--- src/rtl/pipeline_pkg.sv ---
// Shared types and constants for the pipeline stall/flush sequencer.
// Combinational-only content; no latency, no backpressure of its own.
package pipeline_pkg;

    typedef enum logic {
        IDLE = 1'b0,
        BUSY = 1'b1
    } muldiv_state_t;

    typedef struct packed {
        logic ld;
        logic clear;
    } stage_ctrl_t;

    localparam int REG_ZERO    = 0;
    localparam int MD_CNT_BITS = 8;

    function automatic stage_ctrl_t stage_ctrl(input logic ld, input logic clear);
        stage_ctrl_t c;
        c.ld    = ld;
        c.clear = clear;
        return c;
    endfunction

endpackage

--- src/rtl/hazard_detect.sv ---
// RAW data-hazard detector between the ID sources and the EX/MEM destinations.
// Purely combinational, zero latency; it only reports a hazard, the sequencer decides.
// With forwarding only an EX load can cause a stall; without it any EX/MEM writer does.
module hazard_detect
    import pipeline_pkg::*;
#(
    parameter int REG_ADDR_BITS = 5,
    parameter int FORWARDING    = 1
) (
    input  logic [REG_ADDR_BITS-1:0] id_rs,
    input  logic [REG_ADDR_BITS-1:0] id_rt,
    input  logic                     id_uses_rs,
    input  logic                     id_uses_rt,
    input  logic [REG_ADDR_BITS-1:0] ex_rd,
    input  logic [REG_ADDR_BITS-1:0] mem_rd,
    input  logic                     ex_regwrite,
    input  logic                     mem_regwrite,
    input  logic                     ex_memread,
    output logic                     data_hz
);

    localparam logic [REG_ADDR_BITS-1:0] ZERO_REG = REG_ADDR_BITS'(REG_ZERO);

    logic raw_ex;
    logic raw_mem;

    assign raw_ex  = ex_regwrite && (ex_rd != ZERO_REG) &&
                     ((id_uses_rs && (id_rs == ex_rd)) || (id_uses_rt && (id_rt == ex_rd)));
    assign raw_mem = mem_regwrite && (mem_rd != ZERO_REG) &&
                     ((id_uses_rs && (id_rs == mem_rd)) || (id_uses_rt && (id_rt == mem_rd)));

    always_comb begin
        data_hz = 1'b0;
        if (FORWARDING != 0) begin
            data_hz = raw_ex && ex_memread;
        end else begin
            data_hz = raw_ex || raw_mem;
        end
    end

endmodule

--- src/rtl/pipeline_ctrl.sv ---
// Stall/flush sequencer for the 5-stage pipeline, with mul/div occupancy FSM and perf counters.
// Control outputs are combinational (zero latency); FSM and counters update on clk_i.
// dmem_wait_i freezes every stage; the mul/div unit keeps counting down while frozen.
module pipeline_ctrl
    import pipeline_pkg::*;
#(
    parameter int REG_ADDR_BITS  = 5,
    parameter int FORWARDING     = 1,
    parameter int MULDIV_LATENCY = 32,
    parameter int CNT_BITS       = 32
) (
    input  logic                     clk_i,
    input  logic                     rst_i,
    input  logic [REG_ADDR_BITS-1:0] id_rs_i,
    input  logic [REG_ADDR_BITS-1:0] id_rt_i,
    input  logic                     id_uses_rs_i,
    input  logic                     id_uses_rt_i,
    input  logic                     id_muldiv_i,
    input  logic                     id_reads_hilo_i,
    input  logic [REG_ADDR_BITS-1:0] ex_rd_i,
    input  logic [REG_ADDR_BITS-1:0] mem_rd_i,
    input  logic                     ex_regwrite_i,
    input  logic                     mem_regwrite_i,
    input  logic                     ex_memread_i,
    input  logic                     ex_branch_taken_i,
    input  logic                     dmem_wait_i,
    output logic                     pc_ld_o,
    output logic                     if_id_ld_o,
    output logic                     if_id_clear_o,
    output logic                     id_ex_ld_o,
    output logic                     id_ex_clear_o,
    output logic                     ex_mem_ld_o,
    output logic                     ex_mem_clear_o,
    output logic                     mem_wb_ld_o,
    output logic                     mem_wb_clear_o,
    output logic                     muldiv_start_o,
    output logic                     muldiv_busy_o,
    output logic [CNT_BITS-1:0]      stall_cnt_o,
    output logic [CNT_BITS-1:0]      flush_cnt_o
);

    muldiv_state_t          state_q, state_d;
    logic [MD_CNT_BITS-1:0] md_cnt_q, md_cnt_d;
    logic [CNT_BITS-1:0]    stall_cnt_q, flush_cnt_q;

    logic data_hz, md_hz;
    logic do_flush, do_stall;
    stage_ctrl_t if_id, id_ex, ex_mem, mem_wb;

    hazard_detect #(
        .REG_ADDR_BITS(REG_ADDR_BITS),
        .FORWARDING   (FORWARDING)
    ) u_hazard (
        .id_rs       (id_rs_i),
        .id_rt       (id_rt_i),
        .id_uses_rs  (id_uses_rs_i),
        .id_uses_rt  (id_uses_rt_i),
        .ex_rd       (ex_rd_i),
        .mem_rd      (mem_rd_i),
        .ex_regwrite (ex_regwrite_i),
        .mem_regwrite(mem_regwrite_i),
        .ex_memread  (ex_memread_i),
        .data_hz     (data_hz)
    );

    assign md_hz    = (state_q != IDLE) && (id_muldiv_i || id_reads_hilo_i);
    assign do_flush = !dmem_wait_i && ex_branch_taken_i;
    assign do_stall = !dmem_wait_i && !ex_branch_taken_i && (data_hz || md_hz);

    always_comb begin
        pc_ld_o        = 1'b1;
        if_id          = stage_ctrl(1'b1, 1'b0);
        id_ex          = stage_ctrl(1'b1, 1'b0);
        ex_mem         = stage_ctrl(1'b1, 1'b0);
        mem_wb         = stage_ctrl(1'b1, 1'b0);
        muldiv_start_o = 1'b0;
        if (rst_i) begin
            pc_ld_o = 1'b0;
            if_id   = stage_ctrl(1'b0, 1'b1);
            id_ex   = stage_ctrl(1'b0, 1'b1);
            ex_mem  = stage_ctrl(1'b0, 1'b1);
            mem_wb  = stage_ctrl(1'b0, 1'b1);
        end else if (dmem_wait_i) begin
            pc_ld_o = 1'b0;
            if_id   = stage_ctrl(1'b0, 1'b0);
            id_ex   = stage_ctrl(1'b0, 1'b0);
            ex_mem  = stage_ctrl(1'b0, 1'b0);
            mem_wb  = stage_ctrl(1'b0, 1'b0);
        end else if (do_flush) begin
            if_id = stage_ctrl(1'b0, 1'b1);
            id_ex = stage_ctrl(1'b0, 1'b1);
        end else if (do_stall) begin
            pc_ld_o = 1'b0;
            if_id   = stage_ctrl(1'b0, 1'b0);
            id_ex   = stage_ctrl(1'b0, 1'b1);
        end else begin
            // md_hz is clear here, so a mul/div in ID implies the FSM is IDLE.
            muldiv_start_o = id_muldiv_i;
        end
    end

    assign if_id_ld_o     = if_id.ld;
    assign if_id_clear_o  = if_id.clear;
    assign id_ex_ld_o     = id_ex.ld;
    assign id_ex_clear_o  = id_ex.clear;
    assign ex_mem_ld_o    = ex_mem.ld;
    assign ex_mem_clear_o = ex_mem.clear;
    assign mem_wb_ld_o    = mem_wb.ld;
    assign mem_wb_clear_o = mem_wb.clear;

    always_comb begin
        state_d  = state_q;
        md_cnt_d = md_cnt_q;
        if (state_q == IDLE) begin
            if (muldiv_start_o) begin
                state_d  = BUSY;
                md_cnt_d = MD_CNT_BITS'(MULDIV_LATENCY - 1);
            end
        end else begin
            if (md_cnt_q == '0) begin
                state_d = IDLE;
            end else begin
                md_cnt_d = md_cnt_q - MD_CNT_BITS'(1);
            end
        end
    end

    always_ff @(posedge clk_i) begin
        if (rst_i) begin
            state_q     <= IDLE;
            md_cnt_q    <= '0;
            stall_cnt_q <= '0;
            flush_cnt_q <= '0;
        end else begin
            state_q  <= state_d;
            md_cnt_q <= md_cnt_d;
            if (do_stall) begin
                stall_cnt_q <= stall_cnt_q + CNT_BITS'(1);
            end
            if (do_flush) begin
                flush_cnt_q <= flush_cnt_q + CNT_BITS'(1);
            end
        end
    end

    assign muldiv_busy_o = (state_q == BUSY);
    assign stall_cnt_o   = stall_cnt_q;
    assign flush_cnt_o   = flush_cnt_q;

endmodule

--- config.mk ---
export PLATFORM = sky130hd
export DESIGN_NAME = pipeline_ctrl
export DESIGN_NICKNAME = d
export VERILOG_FILES = /design/src/rtl/pipeline_pkg.sv /design/src/rtl/hazard_detect.sv /design/src/rtl/pipeline_ctrl.sv
export SDC_FILE = /design/constraint.sdc
export NUM_CORES = 1
export LEC_CHECK = 0
export ABC_CLOCK_PERIOD_IN_PS = 2500
export CORE_MARGIN = 4
export CORE_UTILIZATION = 49
export DETAILED_ROUTE_END_ITERATION = 8
export MAX_ROUTING_LAYER = met4
export PLACE_DENSITY = 0.88
export SLEW_MARGIN = 40
export SYNTH_ARGS = -nofsm -noshare
export SYNTH_HDL_FRONTEND = slang
export SYNTH_SLANG_ARGS = --single-unit
--- constraint.sdc ---
create_clock -name clk_i -period 2.5 [get_ports clk_i]
set_input_delay 0.375 -clock clk_i [delete_from_list [all_inputs] [get_ports clk_i]]
set_output_delay 0.375 -clock clk_i [all_outputs]
set_load 0.01 [all_outputs]
# Word level (Yosys, flattened, before mapping)
# Index checks and enable logic that the tools add are counted.
[totals] ff_bits=73 latchBits=0 ram_bits=0 rom_bits=0 input_bits=31 output_inout_bits=75 wordCells=52 n_memories=0
[classes] n_addsub=3 multipliers=0 div=0 magnitude_cmp=0 n_eq_ne=3 n_shift=0 n_mux=24 bitwise_logic=0 n_reduce_logical=18
[ops] cell="adder 32 x 1 -> 32 bit (second input constant)" count=2
[ops] cell="2-to-1 mux 8 bit" count=3
[ops] cell="2-to-1 mux 2 bit" count=10
[ops] cell="2-to-1 mux 1 bit" count=11
[ops] cell="equality test 5 bit" count=2
[ops] cell="logical AND 1 bit" count=9
[ops] cell="zero test 8 bit" count=1
[ops] cell="subtractor 8 x 1 -> 8 bit (second input constant)" count=1
[ops] cell="nonzero test 5 bit" count=1
[ops] cell="logical OR 1 bit" count=3
[ops] cell="zero test 1 bit" count=2
[ops] cell="!= test 2 bit (second input constant)" count=1
[ops] cell="AND reduction 2 bit" count=1
[ops] cell="nonzero test 2 bit" count=1

# Longest topological paths before layout
# Gate-level depths: netlist (run 1).
[depth] word_depth=13 ltp_mapped=8 depth_no_buf=7

# Hierarchy
# From an unflattened synthesis (run 1), not the netlist that was laid out.
[hier_totals] hier_cells=438 area_unflattened_um2=3681.0
[by_module_without_submodules] mod="pipeline_ctrl" instances=1 cells_each=421 area_each_um2=3545.9 seq_area_each_um2=1461.4
[by_module_without_submodules] mod="hazard_detect" instances=1 cells_each=17 area_each_um2=135.1 seq_area_each_um2=0.0

# Worst setup path before layout (run 1)
# Ideal clock, no wire load.
[synth_path] kind="in2out" start="input ex_rd_i[0]" end="output if_id_ld_o" arrival_ns=2.024 required_ns=2.125 slack_ns=0.101 stages=7 n_path_buf=2 cell_sequence="or4_4 > o211a_4 > a21boi_4 > buf_6 > nor3_1 > nor2b_1 > buf_4"
[synth_via] elab_chain_cells=11 word_cells_on_any_way=15 classes_between="eq/ne (2); mux (4); reduce/logical (9)"
[synth_lines] item="start: declaration" line="pipeline_ctrl.sv:20" source="input logic [REG_ADDR_BITS-1:0] ex_rd_i,"
[synth_lines] item="equality test 5 bit" line="hazard_detect.sv:28" source="((id_uses_rs && (id_rs == ex_rd)) || (id_uses_rt && (id_rt == ex_rd)));"
[synth_lines] item="logical AND 1 bit" line="hazard_detect.sv:28"
[synth_lines] item="logical OR 1 bit" line="hazard_detect.sv:28"
[synth_lines] item="logical AND 1 bit *" line="hazard_detect.sv:27" source="assign raw_ex = ex_regwrite && (ex_rd != ZERO_REG) &&"
[synth_lines] item="logical AND 1 bit *" line="hazard_detect.sv:35" source="data_hz = raw_ex && ex_memread;"
[synth_lines] item="logical OR 1 bit *" line="pipeline_ctrl.sv:68" source="assign do_stall = !dmem_wait_i && !ex_branch_taken_i && (data_hz || md_hz);"
[synth_lines] item="logical AND 1 bit *" line="pipeline_ctrl.sv:68"
[synth_lines] item="2-to-1 mux 2 bit *" line="pipeline_ctrl.sv:92" source="end else if (do_stall) begin"
[synth_lines] item="2-to-1 mux 2 bit *" line="pipeline_ctrl.sv:89" source="end else if (do_flush) begin"
[synth_lines] item="2-to-1 mux 2 bit *" line="pipeline_ctrl.sv:83" source="end else if (dmem_wait_i) begin"
[synth_lines] item="2-to-1 mux 2 bit *" line="pipeline_ctrl.sv:77" source="if (rst_i) begin"
[synth_lines] item="end: declaration" line="pipeline_ctrl.sv:28" source="output logic if_id_ld_o,"
# Every way passes the cells marked *; elsewhere a longest branch is shown, timed or not.

# Worst setup path in the final report (run 1)
[layout_path] start="input ex_rd_i[4]" end="output id_ex_ld_o"
[layout_via] elab_chain_cells=11 word_cells_on_any_way=15 classes_between="eq/ne (2); mux (4); reduce/logical (9)"
[layout_lines] item="equality test 5 bit" line="hazard_detect.sv:28"
[layout_lines] item="logical AND 1 bit" line="hazard_detect.sv:28"
[layout_lines] item="logical OR 1 bit" line="hazard_detect.sv:28"
[layout_lines] item="logical AND 1 bit *" line="hazard_detect.sv:27"
[layout_lines] item="logical AND 1 bit *" line="hazard_detect.sv:35"
[layout_lines] item="logical OR 1 bit *" line="pipeline_ctrl.sv:68"
[layout_lines] item="logical AND 1 bit *" line="pipeline_ctrl.sv:68"
[layout_lines] item="2-to-1 mux 2 bit *" line="pipeline_ctrl.sv:92"
[layout_lines] item="2-to-1 mux 2 bit *" line="pipeline_ctrl.sv:89"
[layout_lines] item="2-to-1 mux 2 bit *" line="pipeline_ctrl.sv:83"
[layout_lines] item="2-to-1 mux 2 bit *" line="pipeline_ctrl.sv:77"
[layout_lines] item="end: declaration" line="pipeline_ctrl.sv:30" source="output logic id_ex_ld_o,"
# Marked as above.

==> results of run 1 <==
routing by layer:
metal	part of all wire	GRT usage	vias to the layer above
met1	0.45	0.282	1815
met5	0	-	-
met2	0.49	0.376	123
met4	0.018	0.0810	0
li1	-	-	1859
met3	0.046	0.0332	13
Yosys cell counts, types with 3 or more instances:
library cell	n
a21oi_1	24
a21oi_2	10
and3_1	10
and4_1	4
buf_2	5
buf_4	4
clkbuf_1	14
dfxtp_1	73
ha_1	3
inv_1	21
nand2_1	28
nand2b_1	4
nand3_1	16
nand3b_1	3
nand4_1	11
nor2_1	51
nor2b_1	4
nor3_1	16
nor4_1	7
o2111ai_1	7
o21ai_0	11
o31ai_1	8
o31ai_2	6
o41ai_1	7
or3_1	12
or4_1	14
xnor2_1	29
xor2_1	10
timing repair:
item,CTS,global route
endpoints found under the setup margin,5,11
pin swaps,4,5
gates resized for setup,24,4
hold buffers,0,0
setup buffers,0,1
state kept, by name (all words and copies together) (netlist names):
name	flops
md_cnt_q	8
flush_cnt_o	32
muldiv_busy_o	1
stall_cnt_o	32
cell families after synthesis:
logic type	count (synthesis)	share of synthesized area
muxes	4	0.0110
DFF	73	0.376
buffers and inverters	47	0.0570
adders and majority gates	3	0.00967
xor gates and xnor gates	39	0.0880
AOI/OAI and AO/OA	88	0.175
and+or+nand+nor	197	0.283
layout make-up:
type                            instances  share of cell area
Multi-Input combinational cell        331               0.420
Clock inverter                          4             0.00378
Clock buffer                           11              0.0267
Tap cell                              102              0.0241
Sequential cell                        73               0.276
Timing Repair Buffer                  130               0.234
Inverter                               21              0.0149
worst max-delay path by stage:
stage / start / endpoint / slack, ps / cells after the start
finish: ex_rd_i[4] / id_ex_ld_o / 110 / 7
global route: ex_rd_i[1] / stall_cnt_o[11] / 1 / 9
CTS: ex_rd_i[0] / id_ex_ld_o / 50 / 7
detailed placement: ex_rd_i[0] / id_ex_ld_o / -480 / 7
global placement: ex_rd_i[0] / pc_ld_o / -420 / 7
floorplan: ex_rd_i[0] / if_id_ld_o / 100 / 7
power breakdown:
group	internal, mW	switching, mW	leakage (nW)	total (mW)
sequential	1.17	0.00835	0.588	1.18
clock	0.375	0.417	0.0887	0.792
combinational	0.102	0.101	1.07	0.203
total	1.65	0.526	1.74	2.17
through the flow:
stage / setup TNS [ps] / instances / hold slack, ps
after detailed placement: -6640 / 656 / 481
after global routing: 0 / 672 / 357
after CTS: 0 / 671 / 333
after floorplan: 0 / 451 / 461
final: 0 / 672 / 347
after global placement: -3950 / 656 / 472
==> summary.md, run 1 <==
| Metric | Value |
|---|---|
| Die width | 97.0 um |
| Cells on worst reg2reg path | 7 |
| FP Rows | 32 |
| Remaining Overflow, GRT | 0 |
| HP Class | in -> reg |
| Diodes inserted | 0 |
| Final Cycle Share | 0.956 |
| Library cells used by synthesis | 57 |
| DR WL/cell | 15.4 um |
| Clock skew | 13.3 ps |
| Vias in the first global route | 3649 |
| Register area | 1460 um^2 |
| Clock sink total | 73 |
| Post-route cell area | 5290 um^2 |
| Kind of cell adding the most delay to the critical path | simple AND/OR/NAND/NOR gates |
| Share of layout cells above drive strength 1 | 0.154 |
| MaxCap Viol Count | 0 |
| Fmax | 419 MHz |
| Clock Pin Slew Worst Setup and Hold Paths | 70 ps |
| # IOs | 106 |
| YS warnings | 0 |
| Vias | 3810 |
| Max FO, Critical Path | 3 |
| CTS tree | yes |
| Most common cell after layout, fill and taps aside | clkdlybuf4s50_1 |
| Top cells by area, synth | dfxtp_1, xnor2_1, nor2_1, a21oi_1, nand2_1 |
| DIE AREA | 9410 um^2 |
| Leak Pwr | 1.74 nW |
| CP max stage delay | 550 ps |
| First-pass GRT wire length | 17.6 mm |
| Pre-CTS WS | -479 ps |
| Hold path startpoint | rst_i |
| Port bufs | 99 |
| WHS Path Cells | 2 |
| Required @ worst endpoint | 2120 ps |
| Layout Utilization | 0.685 |
| Remaining antenna violation count | 0 |
| Initial Util | 0.502 |
| Area growth syn-to-layout | 36.3% |
| Final min period | 2390 ps |
| Root Driver | clkbuf_8 |
| Crit path cell chain | dlygate4sd2_1 > or4_4 > o211a_4 > a21boi_4 > nor3_4 > nor2b_1 > buf_2 |
| PD cells | 411 nW/um^2 |
| Post-route DRC | 0 |
| H-Tree Depth | 3 |
| Synth top area share | 0.376 |
| Post-synth top area cell | dfxtp_1 |
| Number of buffers created by CTS | 9 |
| Initial antenna violation count | 0 |
| Post-Syn Instances | 451 |
| Later-pin clock latency in the skew report | 340 ps |
| Post-synth ARST share | 0 |
| Final Max Tran Viols | 0 |
| Hpwl dp | 7.51 mm |
| Setup Crit Path Kind | in -> out |
| Core area | 7730 um^2 |
| Worst path slowest cell | or4_4 |
| Critical path startpoint category | input port |
| Endpoints failing setup | 0 |
| Post-DP Area | 5120 um^2 |
| Post-synth EDFFs | 0 |
| Largest net degree at the start of global routing | 35 |
| Gp weighted congestion | 0.966 |
| WHS Endpoint | flush_cnt_o[19] |
| DRT Pass-1 Iters | 4 |
| Post-Route WL | 10.3 mm |
| Sequential area share after synthesis | 0.376 |
| Synthesized Nets | 485 |
| Worst slew margin | 0.698 |
| All-layer global routing usage | 0.227 |
| Crit path DAT | 2010 ps |
| Number of fill cells in the layout | 575 |
| Final worst slack | 111 ps |
| Detailed Route Iter0 Violations | 152 |
| Longest Clk Path Bufs | 2 |
| RSZ-0062 raised after global routing | false |
| Most frequent cells in the layout | clkdlybuf4s50_1, dfxtp_1, nor2_1, xnor2_1, nand2_1 |
| Reg2reg end | md_cnt_q[5] |
| R2r setup slk | 420 ps |
| Syn Area/Cell | 8.61 um^2 |
| FF-to-FF Start | md_cnt_q[0] |
| CP bufs+invs | 2 |
| Die height | 97.0 um |
| Status | finished clean |
| CP Capture Type | primary output |
| Via density | 5.67 |
| Final Hold Viols | 0 |
| Least-Margin Pin Slew | 452 ps |
| VDD IR max | 0.261 mV |
| Synth Flop Type | dfxtp_1 |
| Total power draw | 2.17 mW |
| Synth Register Bits | 73 |
| Multi-input gate area | 2220 um^2 |
| Synthesized area | 3880 um^2 |
| Final layout net count | 600 |
(Power assumes the default switching activity.)
==> run 2, diff against run 1 <==
- ABC_CLOCK_PERIOD_IN_PS: 2500 -> 2900
- CORE_MARGIN: 4 -> 1.5
- CORE_UTILIZATION: 49 -> 50
- PLACE_DENSITY: 0.88 -> 0.9
- clock period: 2.5 -> 2.9 ns (I/O delays scaled with it)
==> run 2 against run 1 <==
Cell count shrank 1.3%. Global-route usage grew 2.7 points. Worst setup slack lost 43 ps. Combinational power shrank 18%. Critical path type unchanged. Via count grew 0.73%. Flip-flop and latch count is the same. Largest power group is now the clock network. Largest cell class unchanged. Die area shrank 12%. Total power grew 7.8%. Worst hold slack gained 150 ps.
==> summary.md, run 2 (same netlist as run 1, synthesis figures left out) <==
| Metric | Value |
|---|---|
| Remaining antenna violation count | 0 (unchanged) |
| DRT Pass-1 Iters | 5 (was 4) |
| Worst Hold Slack | 500 ps (was 347 ps) |
| FF-to-FF Start | stall_cnt_o[5] (was md_cnt_q[0]) |
| CP bufs+invs | 2 (unchanged) |
| Cells on worst reg2reg path | 5 (was 7) |
| Endpoints failing setup | 0 (unchanged) |
| Initial antenna violation count | 0 (unchanged) |
| Gp weighted congestion | 0.818 (was 0.966) |
| Least-Margin Pin Slew | 640 ps (was 452 ps) |
| Post-Route Setup TNS | 0 ps (unchanged) |
| Leak Pwr | 1.72 nW (was 1.74 nW) |
| Status | finished clean (unchanged) |
| Required @ worst endpoint | 2470 ps (was 2120 ps) |
| VDD IR max | 0.278 mV (was 0.261 mV) |
| Share of layout cells above drive strength 1 | 0.137 (was 0.154) |
| Port bufs | 99 (unchanged) |
| Register area | 1460 um^2 (unchanged) |
| Post-Route WL | 10.3 mm (about the same) |
| CP Depth | 7 (unchanged) |
| Post-route DRC | 0 (unchanged) |
| Max FO, Critical Path | 3 (unchanged) |
| Kind of cell adding the most delay to the critical path | simple AND/OR/NAND/NOR gates (unchanged) |
| CP Capture Type | primary output (unchanged) |
| Diodes inserted | 0 (unchanged) |
| Clock skew | 8.46 ps (was 13.3 ps) |
| Clock Pin Slew Worst Setup and Hold Paths | 80 ps (was 70 ps) |
| Final Max Tran Viols | 0 (unchanged) |
| PD cells | 440 nW/um^2 (was 411 nW/um^2) |
| Longest Clk Path Bufs | 2 (unchanged) |
| Crit path to | if_id_ld_o (was id_ex_ld_o) |
| HP Class | reg -> reg (was in -> reg) |
| All-layer global routing usage | 0.254 (was 0.227) |
| Vias in the first global route | 3690 (was 3649) |
| Root Driver | clkbuf_8 (unchanged) |
| Hpwl dp | 7.31 mm (was 7.51 mm) |
| Area growth syn-to-layout | 37.0% (was 36.3%) |
| Remaining Overflow, GRT | 0 (unchanged) |
| R2r setup slk | 540 ps (was 420 ps) |
| DIE AREA | 8300 um^2 (was 9410 um^2) |
| Final layout net count | 593 (was 600) |
| Most frequent cells in the layout | clkdlybuf4s50_1, dfxtp_1, nor2_1, xnor2_1, nand2_1 (unchanged) |
| Detailed Route Iter0 Violations | 160 (was 152) |
| Most common cell after layout, fill and taps aside | clkdlybuf4s50_1 (unchanged) |
| Multi-input gate area | 2200 um^2 (was 2220 um^2) |
| Clock sink total | 73 (unchanged) |
| Setup Crit Path Kind | in -> out (unchanged) |
| Via density | 5.79 (was 5.67) |
| Critical path startpoint category | input port (unchanged) |
| First-pass GRT wire length | 16.9 mm (was 17.6 mm) |
| Pre-CTS WS | -219 ps (was -479 ps) |
| DR WL/cell | 15.5 um (was 15.4 um) |
| Fmax | 353 MHz |
| Reg2reg end | stall_cnt_o[19] (was md_cnt_q[5]) |
| CTS tree | yes (unchanged) |
| Vias | 3838 (was 3810) |
| Final min period | 2830 ps |
| FP Rows | 31 (was 32) |
| H-Tree Depth | 3 (unchanged) |
| Final worst slack | 67.8 ps (was 111 ps) |
| Final Hold Viols | 0 (unchanged) |
| CP Launch Point | ex_rd_i[3] (was ex_rd_i[4]) |
| # IOs | 106 (unchanged) |
| Worst path slowest cell | or4_4 (unchanged) |
| Initial Util | 0.527 (was 0.502) |
| Number of buffers created by CTS | 9 (unchanged) |
| Worst slew margin | 0.572 (was 0.698) |
| Later-pin clock latency in the skew report | 350 ps (was 340 ps) |
| Die height | 91.1 um (was 97.0 um) |
| Total power draw | 2.34 mW (was 2.17 mW) |
| Die width | 91.1 um (was 97.0 um) |
| Final Cycle Share | 0.977 |
| Crit path cell chain | clkdlybuf4s50_1 > or4_4 > o211a_4 > a21boi_4 > nor3_2 > nor2b_1 > dlygate4sd2_1 (was dlygate4sd2_1 > or4_4 > o211a_4 > a21boi_4 > nor3_4 > nor2b_1 > buf_2) |
| RSZ-0062 raised after global routing | false (unchanged) |
| Largest net degree at the start of global routing | 42 (was 35) |
| Number of fill cells in the layout | 564 (was 575) |
| Crit path DAT | 2400 ps (was 2010 ps) |
| MaxCap Viol Count | 0 (unchanged) |
| CP max stage delay | 540 ps (was 550 ps) |
| Core area | 7370 um^2 (was 7730 um^2) |
-- run 2: changes by cell type in the layout (fill, tap and decap cells not counted), sizes merged --
cell / change
buf: -10
bufinv: +5
clkdlybuf4s50: +4
clkinv: -4
clkdlybuf4s15: -1
dlygate4sd2: +1
dlymetal6s2s: -1
-- run 2: cell type report --
type | instances | area share
clock buffers | 11 | 0.0266
inverters | 21 | 0.0148
well taps | 99 | 0.0233
repair buffers | 123 | 0.218
flip-flops and latches | 73 | 0.275
clock inverters | 5 | 0.0282
multi-input cells | 331 | 0.414
-- run 2: per-stage QoR --
step                      std cells  instance area (um^2)   util
after floorplan                 451                  3880      -
after global placement          646                  5020  0.681
after detailed placement        646                  5020  0.681
after CTS                       663                  5320  0.722
after global routing            663                  5320  0.722
final                           663                  5320  0.722
-- run 2: report_power, final --
part	total (mW)	internal (mW)	leakage [nW]	switching, mW
logic	0.166	0.0845	0.989	0.0815
registers	1.02	1.01	0.588	0.00799
clock network	1.16	0.770	0.144	0.391
-- run 2: worst min path at each step --
stage                    startpoint              end  slack [ps]  cells after the start
floorplan               md_cnt_q[0]      md_cnt_q[0]         460                      2
global placement        md_cnt_q[0]      md_cnt_q[0]         470                      2
detailed placement      md_cnt_q[0]      md_cnt_q[0]         490                      2
CTS                     md_cnt_q[0]      md_cnt_q[0]         500                      2
global route        stall_cnt_o[13]  stall_cnt_o[13]         530                      2
finish                  md_cnt_q[0]      md_cnt_q[0]         500                      2
-- run 2: worst reg2reg max path, delay by kind of cell, from the launching register on --
kind | cells | cell delay (ps)
and+or+nand+nor | 4 | 1690
DFF | 1 | 470
AOI/OAI and AO/OA | 1 | 150
-- run 2: metal layers --
metal	part of all wire	vias to the layer above	track usage
met3	0.054	27	0.0360
met2	0.50	153	0.431
met1	0.42	1819	0.300
met4	0.026	0	0.111
met5	0	-	-
li1	-	1839	-
-- run 2: repair_timing --
item                                    in CTS  in global routing
resized for setup                            7                  0
buffers inserted                             1                  0
hold buffers                                 0                  0
endpoints found under the setup margin       5                  0
